--- config.mk ---
export PLATFORM = sky130hd
export DESIGN_NAME = qspi_mc
export DESIGN_NICKNAME = d
export VERILOG_FILES = /design/src/rtl/qspi_pkg.sv /design/src/rtl/qspi_arb.sv /design/src/rtl/qspi_mc.sv
export SDC_FILE = /design/constraint.sdc
export NUM_CORES = 1
export LEC_CHECK = 0
export ABC_CLOCK_PERIOD_IN_PS = 1850
export BUFFER_PORTS_ARGS = -buffer_cell sky130_fd_sc_hd__buf_2
export CAP_MARGIN = 20
export CORE_UTILIZATION = 45
export CTS_CLUSTER_SIZE = 12
export DETAILED_ROUTE_END_ITERATION = 6
export PLACE_DENSITY = 0.75
export SYNTH_ARGS = -nofsm -noshare
export SYNTH_HDL_FRONTEND = slang
export SYNTH_SLANG_ARGS = --single-unit
--- constraint.sdc ---
create_clock -name clk -period 1.85 [get_ports clk]
set_clock_uncertainty 0.05 [all_clocks]
set_input_delay 0.37 -clock clk [delete_from_list [all_inputs] [get_ports clk]]
set_output_delay 0.37 -clock clk [all_outputs]
set_load 0.01 [all_outputs]
--- src/rtl/qspi_pkg.sv ---
// rtl/qspi_pkg.sv - shared state encoding, flash command constants and nibble helpers for qspi_mc
package qspi_pkg;

   typedef enum logic [2:0] {
      ST_IDLE,
      ST_CMD,
      ST_ADDR,
      ST_DUMMY,
      ST_DATA,
      ST_GAP
   } qspi_state_t;

   localparam logic [7:0] CMD_READ  = 8'hEB;
   localparam logic [7:0] CMD_WRITE = 8'h38;
   localparam int         ADDR_W    = 24;

   function automatic logic [3:0] cmd_nibble(input logic [7:0] cmd, input logic lo);
      return lo ? cmd[3:0] : cmd[7:4];
   endfunction

   // Address goes out most significant nibble first.
   function automatic logic [3:0] addr_nibble(input logic [ADDR_W-1:0] a, input logic [2:0] idx);
      case (idx)
         3'd0:    return a[23:20];
         3'd1:    return a[19:16];
         3'd2:    return a[15:12];
         3'd3:    return a[11:8];
         3'd4:    return a[7:4];
         3'd5:    return a[3:0];
         default: return 4'h0;
      endcase
   endfunction

endpackage

--- src/rtl/qspi_arb.sv ---
// rtl/qspi_arb.sv - two-requester fair arbiter; the requester not granted last wins a tie
module qspi_arb (
   input  logic clk,
   input  logic reset,
   input  logic i_ireq,
   input  logic i_dreq,
   input  logic i_take,
   output logic o_valid,
   output logic o_gnt_d
);

   logic r_last_i;

   assign o_valid = i_ireq | i_dreq;
   assign o_gnt_d = i_dreq & (~i_ireq | r_last_i);

   // Reset leaves the icache as last winner so the dcache takes the first tie.
   always_ff @(posedge clk) begin
      if (!reset) begin
         r_last_i <= 1'b1;
      end else if (i_take && o_valid) begin
         r_last_i <= ~o_gnt_d;
      end
   end

endmodule

--- src/rtl/qspi_mc.sv ---
// rtl/qspi_mc.sv - quad-SPI line-fill/write-back controller for icache and dcache
// Optional runtime command/dummy registers enabled by defining QSPI_MC_CFG_EN.
module qspi_mc
   import qspi_pkg::*;
#(
   parameter  int PA          = 22,
   parameter  int LINE_LENGTH = 4,
   parameter  int NCS         = 2,
   parameter  int DUMMY       = 4,
   localparam int LW          = $clog2(LINE_LENGTH),
   localparam int TW          = PA - LW,
   localparam int CSW         = (NCS > 1) ? $clog2(NCS) : 1
) (
   input  logic            clk,
   input  logic            reset,
   input  logic            i_req,
   input  logic [TW-1:0]   i_tag,
   input  logic [CSW-1:0]  i_cs,
   output logic            i_wstrobe,
   output logic            i_ack,
   input  logic            d_req,
   input  logic            d_write,
   input  logic [TW-1:0]   d_tag,
   input  logic [CSW-1:0]  d_cs,
   output logic            d_wstrobe,
   output logic            d_rstrobe,
   output logic            d_ack,
   input  logic [3:0]      dwrite,
   input  logic [3:0]      qdin,
   output logic [3:0]      qdout,
   output logic [3:0]      qoe,
   output logic [NCS-1:0]  cs,
   output logic [3:0]      dread
`ifdef QSPI_MC_CFG_EN
   ,
   input  logic            cfg_write,
   input  logic [1:0]      cfg_addr,
   input  logic [7:0]      cfg_data
`endif
);

   localparam int CNTW  = 4 + LW;
   localparam int NDATA = 2 * LINE_LENGTH;

   qspi_state_t       r_state, w_next;
   logic [CNTW-1:0]   r_cnt, w_cnt_inc, w_cnt_next;
   logic              r_gnt_d, r_write, r_rd_stb;
   logic [CSW-1:0]    r_cs;
   logic [ADDR_W-1:0] r_addr, w_addr24;
   logic [7:0]        r_cmd;
   logic [3:0]        r_dummy, r_dread;
   logic              w_valid, w_gnt_d, w_take, w_busy;
   logic [3:0]        w_qdout, w_qoe;
   logic [TW-1:0]     w_tag;
   logic [PA-1:0]     w_line_addr;
   logic [3:0]        w_cfg_dummy;
   logic [7:0]        w_cfg_rd, w_cfg_wr;

`ifdef QSPI_MC_CFG_EN
   logic [3:0] r_cfg_dummy;
   logic [7:0] r_cfg_rd, r_cfg_wr;

   // Only IDLE writes land; the values are copied into the transfer at the next grant.
   always_ff @(posedge clk) begin
      if (!reset) begin
         r_cfg_dummy <= 4'(DUMMY);
         r_cfg_rd    <= CMD_READ;
         r_cfg_wr    <= CMD_WRITE;
      end else if (cfg_write && r_state == ST_IDLE) begin
         case (cfg_addr)
            2'd0:    r_cfg_dummy <= cfg_data[3:0];
            2'd1:    r_cfg_rd    <= cfg_data;
            2'd2:    r_cfg_wr    <= cfg_data;
            default: ;
         endcase
      end
   end

   assign w_cfg_dummy = r_cfg_dummy;
   assign w_cfg_rd    = r_cfg_rd;
   assign w_cfg_wr    = r_cfg_wr;
`else
   assign w_cfg_dummy = 4'(DUMMY);
   assign w_cfg_rd    = CMD_READ;
   assign w_cfg_wr    = CMD_WRITE;
`endif

   assign w_take = (r_state == ST_IDLE);

   qspi_arb u_arb (
      .clk     (clk),
      .reset   (reset),
      .i_ireq  (i_req),
      .i_dreq  (d_req),
      .i_take  (w_take),
      .o_valid (w_valid),
      .o_gnt_d (w_gnt_d)
   );

   assign w_tag       = w_gnt_d ? d_tag : i_tag;
   assign w_line_addr = {w_tag, {LW{1'b0}}};

   generate
      if (PA >= ADDR_W) begin : g_addr_trunc
         assign w_addr24 = w_line_addr[ADDR_W-1:0];
      end else begin : g_addr_ext
         assign w_addr24 = {{(ADDR_W-PA){1'b0}}, w_line_addr};
      end
   endgenerate

   assign w_cnt_inc = r_cnt + CNTW'(1);

   always_ff @(posedge clk) begin
      if (!reset) begin
         r_state  <= ST_IDLE;
         r_cnt    <= '0;
         r_gnt_d  <= 1'b0;
         r_write  <= 1'b0;
         r_cs     <= '0;
         r_addr   <= '0;
         r_cmd    <= '0;
         r_dummy  <= '0;
         r_rd_stb <= 1'b0;
         r_dread  <= '0;
      end else begin
         r_state  <= w_next;
         r_cnt    <= w_cnt_next;
         if (r_state == ST_IDLE && w_valid) begin
            r_gnt_d <= w_gnt_d;
            r_write <= w_gnt_d & d_write;
            r_cs    <= w_gnt_d ? d_cs : i_cs;
            r_addr  <= w_addr24;
            r_cmd   <= (w_gnt_d && d_write) ? w_cfg_wr : w_cfg_rd;
            r_dummy <= w_cfg_dummy;
         end
         r_rd_stb <= (r_state == ST_DATA) && !r_write;
         if (r_state == ST_DATA && !r_write) begin
            r_dread <= qdin;
         end
      end
   end

   always_comb begin
      w_next     = r_state;
      w_cnt_next = w_cnt_inc;
      w_qdout    = 4'h0;
      w_qoe      = 4'h0;
      w_busy     = 1'b0;
      case (r_state)
         ST_IDLE: begin
            w_cnt_next = '0;
            if (w_valid) w_next = ST_CMD;
         end
         ST_CMD: begin
            w_busy  = 1'b1;
            w_qoe   = 4'hF;
            w_qdout = cmd_nibble(r_cmd, r_cnt[0]);
            if (r_cnt[0]) begin
               w_cnt_next = '0;
               w_next     = ST_ADDR;
            end
         end
         ST_ADDR: begin
            w_busy  = 1'b1;
            w_qoe   = 4'hF;
            w_qdout = addr_nibble(r_addr, r_cnt[2:0]);
            if (w_cnt_inc == CNTW'(6)) begin
               w_cnt_next = '0;
               w_next     = (r_write || r_dummy == 4'd0) ? ST_DATA : ST_DUMMY;
            end
         end
         ST_DUMMY: begin
            w_busy = 1'b1;
            if (w_cnt_inc == CNTW'(r_dummy)) begin
               w_cnt_next = '0;
               w_next     = ST_DATA;
            end
         end
         ST_DATA: begin
            w_busy = 1'b1;
            if (r_write) begin
               w_qoe   = 4'hF;
               w_qdout = dwrite;
            end
            if (w_cnt_inc == CNTW'(NDATA)) begin
               w_cnt_next = '0;
               w_next     = ST_GAP;
            end
         end
         ST_GAP: begin
            w_cnt_next = '0;
            w_next     = ST_IDLE;
         end
         default: begin
            w_cnt_next = '0;
            w_next     = ST_IDLE;
         end
      endcase
   end

   always_comb begin
      for (int k = 0; k < NCS; k++) begin
         cs[k] = ~(w_busy && r_cs == CSW'(k));
      end
   end

   assign qdout     = w_qdout;
   assign qoe       = w_qoe;
   assign dread     = r_dread;
   assign i_wstrobe = r_rd_stb & ~r_gnt_d;
   assign d_wstrobe = r_rd_stb & r_gnt_d;
   assign d_rstrobe = (r_state == ST_DATA) && r_write;
   assign i_ack     = (r_state == ST_GAP) && !r_gnt_d;
   assign d_ack     = (r_state == ST_GAP) && r_gnt_d;

endmodule

==> impl_metrics.env <==
export IMPL_status="finished, violations left"
export IMPL_violations="negative setup slack"
export IMPL_rows=25
export IMPL_port_buffers=73
export IMPL_worstSetupStartpoint="r_cnt[0]"
export IMPL_intPower_mw=2.326
export IMPL_die_h_um=74.01
export IMPL_fin_crit_ps=2352
export IMPL_worstReg2RegEnd="r_cnt[1]"
export IMPL_worstMarginPinSlew_ps=474.3
export IMPL_synth_seq_cells=40
export IMPL_die_area_um2=5477
export IMPL_grt_start_max_net_pins=31
export IMPL_cts_sinks=40
export IMPL_die_w_um=74.01
export IMPL_power_switching_mw=1.300
export IMPL_synth_top_family_by_area="compound AO/OA/AOI/OAI gates"
export IMPL_syn_area_um2=2333
export IMPL_seq_power_share_pct=32.3
export IMPL_path_buf_inv=2
export IMPL_ant_nets=0
export IMPL_worst_path_stages=7
export IMPL_fill_cells=357
export IMPL_cpMaxStageDelayCell="dfxtp_4"
export IMPL_vias=2300
export IMPL_synth_warnings=0
export IMPL_yosys_top_cells_area="dfxtp_1 34%, a222oi_1 10%, nor2b_1 8.6%, ha_1 3.8%, buf_6 2.4%"
export IMPL_drv_cap=0
export IMPL_synthFlopType="dfxtp_1"
export IMPL_path_clk_slew_ps=80
export IMPL_diodes=0
export IMPL_synth_xor_area_share_pct=1.823
export IMPL_avgViaCountPerCell=5.610
export IMPL_drtIter0Drc=240
export IMPL_r2r_setup_slack_ps=-20
export IMPL_fin_setup_tns_ps=-1796
export IMPL_htreeDepth=2
export IMPL_cp_common_cell="ha_4"
export IMPL_powerDensity_nw_per_um2=1090
export IMPL_path_max_fanout=4
export IMPL_finalWorstSetupSlack_ps=-501.9
export IMPL_netlist_area_leader_share_pct=34.32
export IMPL_core_um2=4848
export IMPL_area_growth_pct=42.57
export IMPL_worstSetupStartpointType="flip-flop"
export IMPL_clockPowerShare_pct=21.4
export IMPL_grt_pass1_wl_um=9763
export IMPL_antenna_found_initial=0
export IMPL_mostFrequentLayoutCells="69 x buf_2, 34 x dfxtp_1, 34 x buf_4"
export IMPL_grt_overflow=0
export IMPL_path_cells="ha_4, ha_4, a32o_1, a221o_1, a222oi_1, inv_1, buf_2"
export IMPL_crit_arrival_ps=1930
export IMPL_clockRootBuffer="clkbuf_8"
export IMPL_cp_end_kind="output port"
export IMPL_synth_edff_count=0
export IMPL_ctsHoldBuffers=0
export IMPL_sw_frac_of_total_pct=35.85
export IMPL_postSynthCellCount=245
export IMPL_avgSynthCellArea_um2=9.524
export IMPL_fmax_mhz=425.2
export IMPL_place_congestion=0.9364
export IMPL_rsz0062_at_grt="yes"
export IMPL_hpwlAfterDp_um=4498
export IMPL_pwr_share_comb_pct=46.3
export IMPL_whs_ps=219.3
export IMPL_hold_class="in -> reg"
export IMPL_p_leak_nw=1.367
export IMPL_yosys_area_share_simple_pct=23.38
export IMPL_synth_compound_area_share_pct=26.11
export IMPL_worstRegToRegCells=7
export IMPL_drt_pass1_iterations=6
export IMPL_first_global_vias=2085
export IMPL_clockBufferDepth=2
export IMPL_cp_slowest_stage_delay_ps=380
export IMPL_worstSetupEndpoint="qdout[2]"
export IMPL_slew_headroom_pct=68.31
export IMPL_numCtsBuffers=5
export IMPL_clock_latency_ps=290
export IMPL_yosys_area_top_type="dfxtp_1"
export IMPL_synthMuxAreaShare_pct=3.271
export IMPL_hold_viol=0
export IMPL_synth_cell_types=60
export IMPL_synthAdderAreaFrac_pct=3.753
export IMPL_critPathTopFamily="compound AO/OA/AOI/OAI gates"
export IMPL_setup_viol=6
export IMPL_boundaryPins=74
export IMPL_wire_per_inst_um=15.72
export IMPL_drc=0
export IMPL_rr_startpoint="r_cnt[0]"
export IMPL_yosysSeqAreaShare_pct=34.32
export IMPL_grtUsageTotal_pct=23.02
export IMPL_synth_nets=307
export IMPL_critPathKind="reg -> out"
export IMPL_fin_nets=405
export IMPL_period_share_pct=127.1
export IMPL_ir_drop_mv=0.6022
export IMPL_initial_utilization_pct=48.13
export IMPL_drive_gt1_share_pct=47.81
export IMPL_async_flop_share_pct=0
export IMPL_cts_tree="done"
export IMPL_drv_slew=0
export IMPL_finalWirelength_um=6446
export IMPL_cp_required_ps=1430
export IMPL_final_common_cell="buf_2"
==> registers in the layout, indices dropped and copies added (netlist names) <==
name	flops
r_cnt	6
r_cs	1
r_state	3
r_gnt_d	1
dread	4
u_arb.r_last_i	1
r_rd_stb	1
r_addr	20
r_cmd	3
==> per-stage QoR <==
stage	cells	power [mW]	setup slack (ps)	area (um2)	util (%)
2_1_floorplan	245	2.142	-71.19	2391	-
3_3_place_gp	394	2.533	-214.6	2925	60.34
3_5_place_dp	394	2.555	-233.0	2925	60.34
4_1_cts	403	3.374	-481.7	3136	64.67
5_1_grt	410	3.820	-578.6	3327	68.62
6_report	410	3.626	-501.9	3327	68.62
==> area by class of cell <==
type / instances / area, um2 / area share, %
multi-input cells: 176 / 1560 / 46.90
flip-flops and latches: 40 / 823.3 / 24.75
repair buffers: 110 / 688.2 / 20.68
clock buffers: 6 / 93.84 / 2.821
well taps: 67 / 83.83 / 2.520
inverters: 10 / 47.55 / 1.429
clock inverters: 1 / 30.03 / 0.9026
==> worst reg2reg max path, cell delays in order, from the launching register on <==
cell and delay [ps]:
dfxtp_4 380, ha_4 170, ha_4 300, nor2b_4 50
o211ai_1 270, o211a_4 260, nor2_4 50, a311oi_2 260
==> cell usage after synthesis (3+ instances only) <==
master / instances
a21oi_1: 8
a221o_1: 4
a222oi_1: 24
and3_1: 3
buf_2: 5
buf_4: 5
buf_6: 5
clkbuf_1: 4
dfxtp_1: 40
ha_1: 7
inv_1: 9
mux2i_1: 5
nand2_1: 12
nand3_1: 7
nor2_1: 12
nor2b_1: 32
nor3_1: 5
o21ai_0: 8
==> power by group through the flow <==
stage	Sequential, mW	Combinational (mW)	Clock (mW)
after floorplan	1.11	1.03	0
after global placement	1.18	1.36	0
after detailed placement	1.18	1.38	0
after CTS	1.16	1.43	0.783
after global routing	1.19	1.82	0.813
final	1.17	1.68	0.778
==> what timing repair did <==
item	in CTS	in global routing
pin swaps	7	14
hold endpoints to repair	0	0
buffers inserted	2	7
resized for setup	17	26
setup endpoints to repair	16	16
==> how the worst min path moves through the flow <==
stage | slack, ps | start | to | cells after the start
after detailed placement | 460 | dread[0] | dread[0] | 2
final | 220 | d_write | r_cmd[6] | 2
after global routing | 210 | d_write | r_cmd[6] | 2
after CTS | 210 | d_write | r_cmd[6] | 2
after global placement | 440 | dread[3] | dread[3] | 2
after floorplan | 410 | d_write | r_cmd[6] | 1
==> cells by family (layout without fill, tap and decap cells) <==
group,after synthesis,in the layout
XOR/XNOR,4,4
AND/OR/NAND/NOR,88,88
adder cells (fa/ha/maj),7,7
flip-flops,40,40
buffers and inverters,29,127
multiplexers,7,7
AO/OA/AOI/OAI,70,70
==> layer usage <==
layer | routed length [um] | vias to the layer above | global-route usage [%]
li1 | - | 1136 | -
met4 | 61 | 0 | 7.479
met1 | 2942 | 1072 | 31.27
met5 | 0 | - | 0
met2 | 3141 | 84 | 37.17
met3 | 301 | 8 | 3.930
(Power assumes the default switching activity.)
